==> src/rtl/ram_fifo_pkg.sv <==
// Shared constants for the RAM-to-byte-FIFO transfer controller.
// Latency: n/a (declarations only).
// Backpressure: n/a (declarations only).
package ram_fifo_pkg;

   localparam int BYTES_PER_WORD = 4;

   // Controller state encoding, kept as plain constants for legacy tools.
   typedef logic [2:0] state_t;

   localparam state_t ST_IDLE    = 3'd0;
   localparam state_t ST_RD_REQ  = 3'd1;
   localparam state_t ST_RD_WAIT = 3'd2;
   localparam state_t ST_SEND    = 3'd3;
   localparam state_t ST_FINISH  = 3'd4;

   // Index of the final byte within a word.
   localparam logic [1:0] LAST_IDX = 2'(BYTES_PER_WORD - 1);

   // Byte of a word in send order: index 0 is the most significant byte.
   function automatic logic [7:0] word_byte(input logic [31:0] w, input logic [1:0] idx);
      logic [7:0] b;
      case (idx)
         2'd0:    b = w[31:24];
         2'd1:    b = w[23:16];
         2'd2:    b = w[15:8];
         default: b = w[7:0];
      endcase
      return b;
   endfunction

endpackage

==> src/rtl/ram_to_fifo_ctrl.sv <==
// Reads word_count 32-bit RAM words from base_addr and streams them MSB-first into a byte FIFO.
// Latency: first fifo_wr 3 cycles after start; 6 cycles per word unstalled; done 1 cycle after last byte.
// Backpressure: fifo_full freezes the byte stream indefinitely; no write is issued while it is high.
module ram_to_fifo_ctrl
   import ram_fifo_pkg::*;
#(
   parameter int ADDR_W = 11,
   parameter int CNT_W  = 12
) (
   input  logic              clk,
   input  logic              reset_n,
   input  logic              start,
   input  logic [ADDR_W-1:0] base_addr,
   input  logic [CNT_W-1:0]  word_count,
   output logic              ram_rd,
   output logic [ADDR_W-1:0] ram_addr,
   input  logic [31:0]       ram_rdata,
   input  logic              fifo_full,
   output logic              fifo_wr,
   output logic [7:0]        fifo_wdata,
   output logic              busy,
   output logic              done
);

   state_t            state;
   logic [ADDR_W-1:0] addr_q;
   logic [CNT_W-1:0]  remain_q;
   logic [31:0]       word_q;
   logic [1:0]        idx_q;

   // Sequence the transfer: fetch one word, stream its bytes, repeat until the count is exhausted.
   always_ff @(posedge clk or negedge reset_n) begin
      if (!reset_n) begin
         state    <= ST_IDLE;
         addr_q   <= '0;
         remain_q <= '0;
         word_q   <= '0;
         idx_q    <= '0;
      end else begin
         case (state)
            ST_IDLE: begin
               if (start) begin
                  if (word_count != '0) begin
                     addr_q   <= base_addr;
                     remain_q <= word_count;
                     state    <= ST_RD_REQ;
                  end else begin
                     // Empty request: complete without touching RAM or FIFO.
                     state <= ST_FINISH;
                  end
               end
            end
            ST_RD_REQ: begin
               state <= ST_RD_WAIT;
            end
            ST_RD_WAIT: begin
               // RAM data is valid exactly one cycle after the read strobe.
               word_q <= ram_rdata;
               idx_q  <= '0;
               state  <= ST_SEND;
            end
            ST_SEND: begin
               if (!fifo_full) begin
                  if (idx_q != LAST_IDX) begin
                     idx_q <= idx_q + 2'd1;
                  end else begin
                     remain_q <= remain_q - CNT_W'(1);
                     if (remain_q == CNT_W'(1)) begin
                        state <= ST_FINISH;
                     end else begin
                        // Address wraps naturally at 2^ADDR_W.
                        addr_q <= addr_q + ADDR_W'(1);
                        state  <= ST_RD_REQ;
                     end
                  end
               end
            end
            ST_FINISH: begin
               state <= ST_IDLE;
            end
            default: begin
               state <= ST_IDLE;
            end
         endcase
      end
   end

   // Decode strobes and status directly from state so reset clears them asynchronously.
   always_comb begin
      ram_rd     = (state == ST_RD_REQ);
      ram_addr   = addr_q;
      fifo_wr    = (state == ST_SEND) && !fifo_full;
      fifo_wdata = word_byte(word_q, idx_q);
      busy       = (state != ST_IDLE);
      done       = (state == ST_FINISH);
   end

endmodule

==> config.mk <==
export PLATFORM = sky130hd
export DESIGN_NAME = ram_to_fifo_ctrl
export DESIGN_NICKNAME = d
export VERILOG_FILES = /design/src/rtl/ram_fifo_pkg.sv /design/src/rtl/ram_to_fifo_ctrl.sv
export SDC_FILE = /design/constraint.sdc
export NUM_CORES = 1
export LEC_CHECK = 0
export BUFFER_PORTS_ARGS = -buffer_cell sky130_fd_sc_hd__buf_2
export CAP_MARGIN = 10
export CORE_ASPECT_RATIO = 0.7
export CORE_MARGIN = 3
export CORE_UTILIZATION = 40
export CTS_BUF_LIST = sky130_fd_sc_hd__clkbuf_8
export CTS_CLUSTER_SIZE = 10
export DETAILED_ROUTE_END_ITERATION = 6
export HOLD_SLACK_MARGIN = 0.1
export PLACE_DENSITY_LB_ADDON = 0.05
export SETUP_SLACK_MARGIN = 0.05
export SLEW_MARGIN = 20
export SYNTH_ARGS = -nofsm -noshare
export SYNTH_HDL_FRONTEND = slang
export SYNTH_SLANG_ARGS = --single-unit
==> constraint.sdc <==
create_clock -name clk -period 1.69 [get_ports clk]
set_clock_uncertainty 0.1 [all_clocks]
set_input_delay 0.169 -clock clk [delete_from_list [all_inputs] [get_ports clk]]
set_output_delay 0.169 -clock clk [all_outputs]
set_load 0.03 [all_outputs]
### Yosys cells after proc, flatten, opt, wreduce, memory -nomap -nowiden

Index checks and enable logic that the tools add are counted.

| storage, ports and cells | value |
|---|---|
| register bits | 60 |
| memory bits (read-only) | 0 |
| input bits | 59 |
| output and inout port bits | 23 |
| memories | 0 |
| bits in latches | 0 |
| bits in writable memories | 0 |
| word-level logic and storage cells | 55 |

| operators by class | value |
|---|---|
| mux-type cells | 21 |
| shift-type cells | 0 |
| eq/ne operators | 14 |
| multipliers | 0 |
| reduce and logical (&&, ||, !) cells | 12 |
| add/sub/neg operators | 3 |
| divide/modulo/power cells | 0 |
| bitwise logic cells | 0 |
| order comparisons | 0 |

Operators by type and width:

| cell | number |
|---|---|
| 11-bit 2-to-1 mux | 5 |
| 12-bit 2-to-1 mux | 4 |
| 12-bit one-hot mux with 2 select lines | 1 |
| 8-bit one-hot mux with 3 select lines | 1 |
| 11-bit one-hot mux with 2 select lines | 1 |
| 3-bit 2-to-1 mux | 5 |
| 2-bit inequality test, second input constant | 7 |
| 12-bit by 1-bit == test with 1-bit output, second input constant | 1 |
| 3-bit one-hot mux with 4 select lines | 1 |
| 12-bit nonzero test | 1 |
| 12-bit by 1-bit subtractor with 12-bit output, second input constant | 1 |
| 11-bit by 1-bit adder with 11-bit output, second input constant | 1 |
| 3-bit by 2-bit == test with 1-bit output, second input constant | 2 |
| 3-bit AND reduction | 2 |
| 6-bit AND reduction | 1 |
| 5-bit AND reduction | 1 |
| 2-bit 2-to-1 mux | 2 |
| 2-bit one-hot mux with 2 select lines | 1 |
| 2-bit nonzero test | 2 |
| 3-bit by 1-bit == test with 1-bit output, second input constant | 1 |
| 3-bit == test, second input constant | 1 |
| 3-bit zero test | 1 |
| 3-bit nonzero test | 1 |
| 2-bit by 1-bit adder with 2-bit output, second input constant | 1 |
| 5 further kinds | 5 |

### Depth between registers and ports, before layout

| depth | value |
|---|---|
| depth after elaboration | 5 |
| depth in mapped cells | 8 |
| depth with buffers taken out | 7 |

### Least setup slack after synthesis

OpenSTA, ideal clock, no wires.

| timing path | value |
|---|---|
| kind | flip-flop to flip-flop |
| from | reg addr_q[0] (netlist: ram_addr[0]) |
| to | reg addr_q[10] (netlist: ram_addr[10]) |
| required time | 1.462 ns |
| period minus slack after synthesis | 2.007 ns |
| library setup time | 0.128 ns |
| path slack | -0.317 ns |
| cell stages (with the launch flop) | 7 |
| arrival | 1.779 ns |
| path through | dfrtp_1 > ha_1 > nand3_1 > or4_1 > xnor2_1 > mux2i_1 > o21ai_0 |

| between the ends | value |
|---|---|
| longest elaborated chain between the ends | 5 |

RTL lines:

| item | line | source |
|---|---|---|
| start: declaration | ram_to_fifo_ctrl.sv:26 | `logic [ADDR_W-1:0] addr_q;` |
| start signal: assignment | ram_to_fifo_ctrl.sv:44 | `addr_q <= base_addr;` |
| start signal: assignment | ram_to_fifo_ctrl.sv:72 | `addr_q <= addr_q + ADDR_W'(1);` |
| 11-bit by 1-bit adder with 11-bit output | ram_to_fifo_ctrl.sv:72 |  |
| 11-bit 2-to-1 mux | ram_to_fifo_ctrl.sv:68 | `if (remain_q == CNT_W'(1)) begin` |
| 11-bit 2-to-1 mux | ram_to_fifo_ctrl.sv:64 | `if (idx_q != LAST_IDX) begin` |
| 11-bit 2-to-1 mux | ram_to_fifo_ctrl.sv:63 | `if (!fifo_full) begin` |
| 11-bit one-hot mux with 2 select lines | ram_to_fifo_ctrl.sv:40 | `case (state)` |

No other way between the ends. The select of a mux whose other input is x is not followed.
A chain may end at the register's enable or synchronous reset.

### Worst setup path after layout

| timing path | value |
|---|---|
| from | reg idx_q[1] |
| to | out fifo_wdata[7] |

| between the ends | value |
|---|---|
| longest elaborated chain between the ends | 2 |
| elaborated cells on any way between the ends | 4 |
| classes of those cells | eq/ne: 2; mux: 1; reduce/logical: 1 |

RTL lines:

| item | line | source |
|---|---|---|
| start: declaration | ram_to_fifo_ctrl.sv:29 | `logic [1:0] idx_q;` |
| start signal: assignment | ram_to_fifo_ctrl.sv:65 | `idx_q <= idx_q + 2'd1;` |
| 2-bit == test, or another cell as far along | ram_fifo_pkg.sv:23 | `case (idx)` |
| 8-bit one-hot mux with 3 select lines * | ram_fifo_pkg.sv:23 |  |
| end: declaration | ram_to_fifo_ctrl.sv:20 | `output logic [7:0] fifo_wdata,` |

Mark *: on every way between the ends. The rest lies on a longest branch, timed or not.

==> results by group <==
Synth
  • Post-synth cell types: 54
  • Post-synth EDFFs: 0
  • Top cell type's share of synthesized area: 0.459
  • Multiplexer share of the synthesized area: 0.116
  • Largest family of logic cells by synthesized area: simple AND/OR/NAND/NOR gates
  • XOR/XNOR Fraction of Synth Area: 0.00536
  • Synth Area in Compound Gates: 0.170
  • Syn avg cell area: just under 10 µm²
  • Post-Syn Instances: between 300 and 400
  • Ranking of synthesized cells by area: dfrtp_1 46%, mux2_2 8.3%, o21ai_0 4.3%, nor2_1 4.2%, mux2i_1 3.4%
  • Biggest area consumer among synthesized cells: dfrtp_1
  • Register area share after synthesis: 0.459
  • Fraction of registers with async set/reset: 1.00
  • Main flop type after synthesis: dfrtp_1
  • Syn nets: 399
  • Yosys reg bits: 60
  • Mapped cell area: around 0.0033 mm²
  • Simple-gate share of the synthesized area: 0.175
  • Ys Warns: 0
  • Synth Area in Adders: 0.0268

Routing
  • Avg WL per Cell: 17.8 µm
  • Vias: approximately 3,600
  • Vias per std cell: between 5 and 6
  • 1st-pass router iterations: 5
  • Initial DRC count: between 200 and 300
  • # DRC: 0
  • Routed Wire Length: 11,700 µm
  • Antenna viol nets, final: 0

Outcome
  • Failing checks: setup timing
  • Status: finished, violations left

Layout
  • Multi-input logic area: around 0.0021 mm²
  • Inserted Diodes: 0
  • Most frequent cells in the layout: 69 x buf_2, 65 x buf_4, 55 x dfrtp_1
  • Share of layout cells above drive strength 1: 0.513
  • FILL cells: 492
  • FF/Latch Area: 0.00151 mm²
  • Nets: 620
  • Final core utilization: 0.788
  • Area Growth Syn to Fin: 83.5%
  • Commonest non-fill, non-tap cell in the layout: buf_2

STA
  • RSZ-0062 raised after global routing: yes
  • Fin. max-slew vios: 0
  • Rel. slew slack: 0.607
  • Final Hold Viols: 0
  • Fmax achieved: 0.429 GHz
  • Final Critical Period: roughly 2.3 ns
  • Hold slack: about 0.13 ns
  • Least-Margin Pin Slew: approximately 0.6 ns
  • Count of final setup violators: 56
  • Final worst setup slack: -0.641 ns
  • Tcrit/Tclk final: 1.38

Setup path
  • Worst setup EP type: output pin
  • Kind of critical path: reg2out
  • Worst setup path startpoint: idx_q[1]$_DFFE_PN0P_
  • Crit-path max cell delay: 0.57 ns
  • Worst r2r src: idx_q[0]$_DFFE_PN0P_
  • Crit-path cells: inv_4, ha_4, a222oi_1, buf_4, mux2i_2, buf_4
  • Setup crit start kind: register
  • Critical Path Sink: fifo_wdata[7]
  • Crit path top cell by count: buf_4
  • Reg2reg end: ram_addr[1]$_DFFE_PN0P_
  • R2r setup slk: -0.40 ns
  • R2R depth: 11
  • Crit-path slowest cell: a222oi_1
  • Worst path required time: between 1 and 1.5 ns
  • Cell class contributing the biggest share of worst-path delay: compound AO/OA/AOI/OAI gates
  • Worst path buffer plus inverter count: 3
  • Crit-path max FO: 7
  • Arrival time at the worst endpoint: between 2 and 2.5 ns
  • Crit path depth: 6

Floorplanning
  • Die area: 0.00931 mm²
  • Chip Height: between 80 and 90 µm
  • Initial Util: 0.429
  • Area of the core: ~0.0076 mm²
  • # IOs: 82
  • Die width: roughly 110 µm
  • Row count: 26

Global route
  • Global-route wire length before repair: about 18,000 µm
  • Initial antenna violation count: 0
  • Largest net degree at the start of global routing: ~40
  • Residual overflow from global routing: 0
  • Vias in the first global route: around 3,500
  • Global-route usage over all layers: 0.256

Clock tree
  • Clk_lat worst skew: 0.35 ns
  • Root Buffer: clkbuf_8
  • Clock Sinks: 60
  • Total CTS buffers: 9
  • Longest Clk Path Bufs: 2
  • CTS tree: built
  • H-tree Lvls: 3
  • Clock-pin slew on the worst setup and hold paths: 0.07 ns

Power and ir drop
  • Power Density: ~1900 mW/mm²
  • Leakage power: between 2 and 3 nW
  • Worst vdd ir: 0.00155 V

Flow run
  • Max-cap violations: 0

Min path
  • Hold crit path type: in2reg
  • WHS Path Cells: 4

Placed design
  • Placed wire-length estimate: ~6700 µm
  • Routability cong.: between 0.8 and 0.9
  • Port-buffer cells: 81
==> worst min-delay path, delay by kind of cell <==
kind / cells / cell delay (ns)
AO/OA/AOI/OAI: 2 / 0.27
buffers and inverters: 1 / 0.08
AND/OR/NAND/NOR: 1 / 0.04
==> state kept, by name (all words and copies together) (netlist names) <==
register  flops
ram_addr     11
state         3
idx_q         2
remain_q     12
word_q       32
==> layout make-up <==
cell class,count,area share
Clock buffer,10,0.0229
Clock inverter,6,0.0106
Inverter,14,0.00959
Multi-Input combinational cell,239,0.349
Sequential cell,60,0.251
Tap cell,98,0.0204
Timing Repair Buffer,230,0.336
==> timing repair <==
item,in CTS,in global routing
pin swaps,19,12
hold endpoints to repair,111,0
setup endpoints to repair,60,63
resized for setup,92,45
gates cloned,8,0
hold buffers,52,0
setup buffers,23,9
==> power breakdown <==
group | internal, mW | switching [mW]
Combinational | 3.86 | 3.55
Clock | 0.717 | 0.631
Sequential | 2.14 | 0.530
==> metal layers <==
| metal | share of wire | vias to the layer above | global-route usage | routed length, µm |
|---|---|---|---|---|
| met3 | 0.066 | 15 | 0.0641 | 768 |
| met4 | 0.011 | 0 | 0.0391 | 123 |
| li1 | - | 1672 | - | - |
| met2 | 0.46 | 132 | 0.402 | 5380 |
| met1 | 0.46 | 1754 | 0.366 | 5430 |
| met5 | 0 | - | 0 | 0 |
==> cells in the mapped netlist (2+ instances only) <==
master,instances
a31oi_1,5
inv_1,14
o21ai_0,28
a21oi_1,15
nand4_1,2
mux2i_1,11
nand3_1,4
clkbuf_1,11
buf_2,7
nor3b_1,3
xnor2_1,2
a222oi_1,8
o31ai_1,3
a2bb2oi_1,2
and2_1,3
ha_1,7
buf_4,3
nand2_1,27
mux2_2,24
nor2_1,37
o22a_1,5
dfrtp_1,60
or3_4,2
nor3_1,12
o22ai_1,3
nor4_1,7
==> worst min-delay path by stage <==
stage	from	end
after global placement	reset_n	word_q[6]$_DFFE_PN0N_
after floorplan	reset_n	idx_q[0]$_DFFE_PN0P_
final	base_addr[2]	ram_addr[2]$_DFFE_PN0P_
after global routing	base_addr[2]	ram_addr[2]$_DFFE_PN0P_
after CTS	base_addr[2]	ram_addr[2]$_DFFE_PN0P_
after detailed placement	reset_n	word_q[4]$_DFFE_PN0N_
==> cells by family after synthesis <==
family / Yosys count
AOI/OAI and AO/OA: 82
buffers and inverters: 36
muxes: 35
and+or+nand+nor: 111
DFF: 60
xor gates and xnor gates: 2
adders and majority gates: 7
==> per-stage QoR <==
step	cell area [µm²]	setup WS, ns	std cells	power (mW)	TNS, ns
2_1_floorplan	3440	-0.165	333	5.97	-1.59
3_3_place_gp	4360	-0.298	553	7.89	-4.75
3_5_place_dp	4360	-0.342	553	7.98	-5.80
4_1_cts	5810	-0.580	652	10.9	-8.75
5_1_grt	6000	-0.653	657	12.1	-15.95
6_report	6000	-0.641	657	11.4	-12.81
Note: power is estimated with default switching activity, not from simulation.
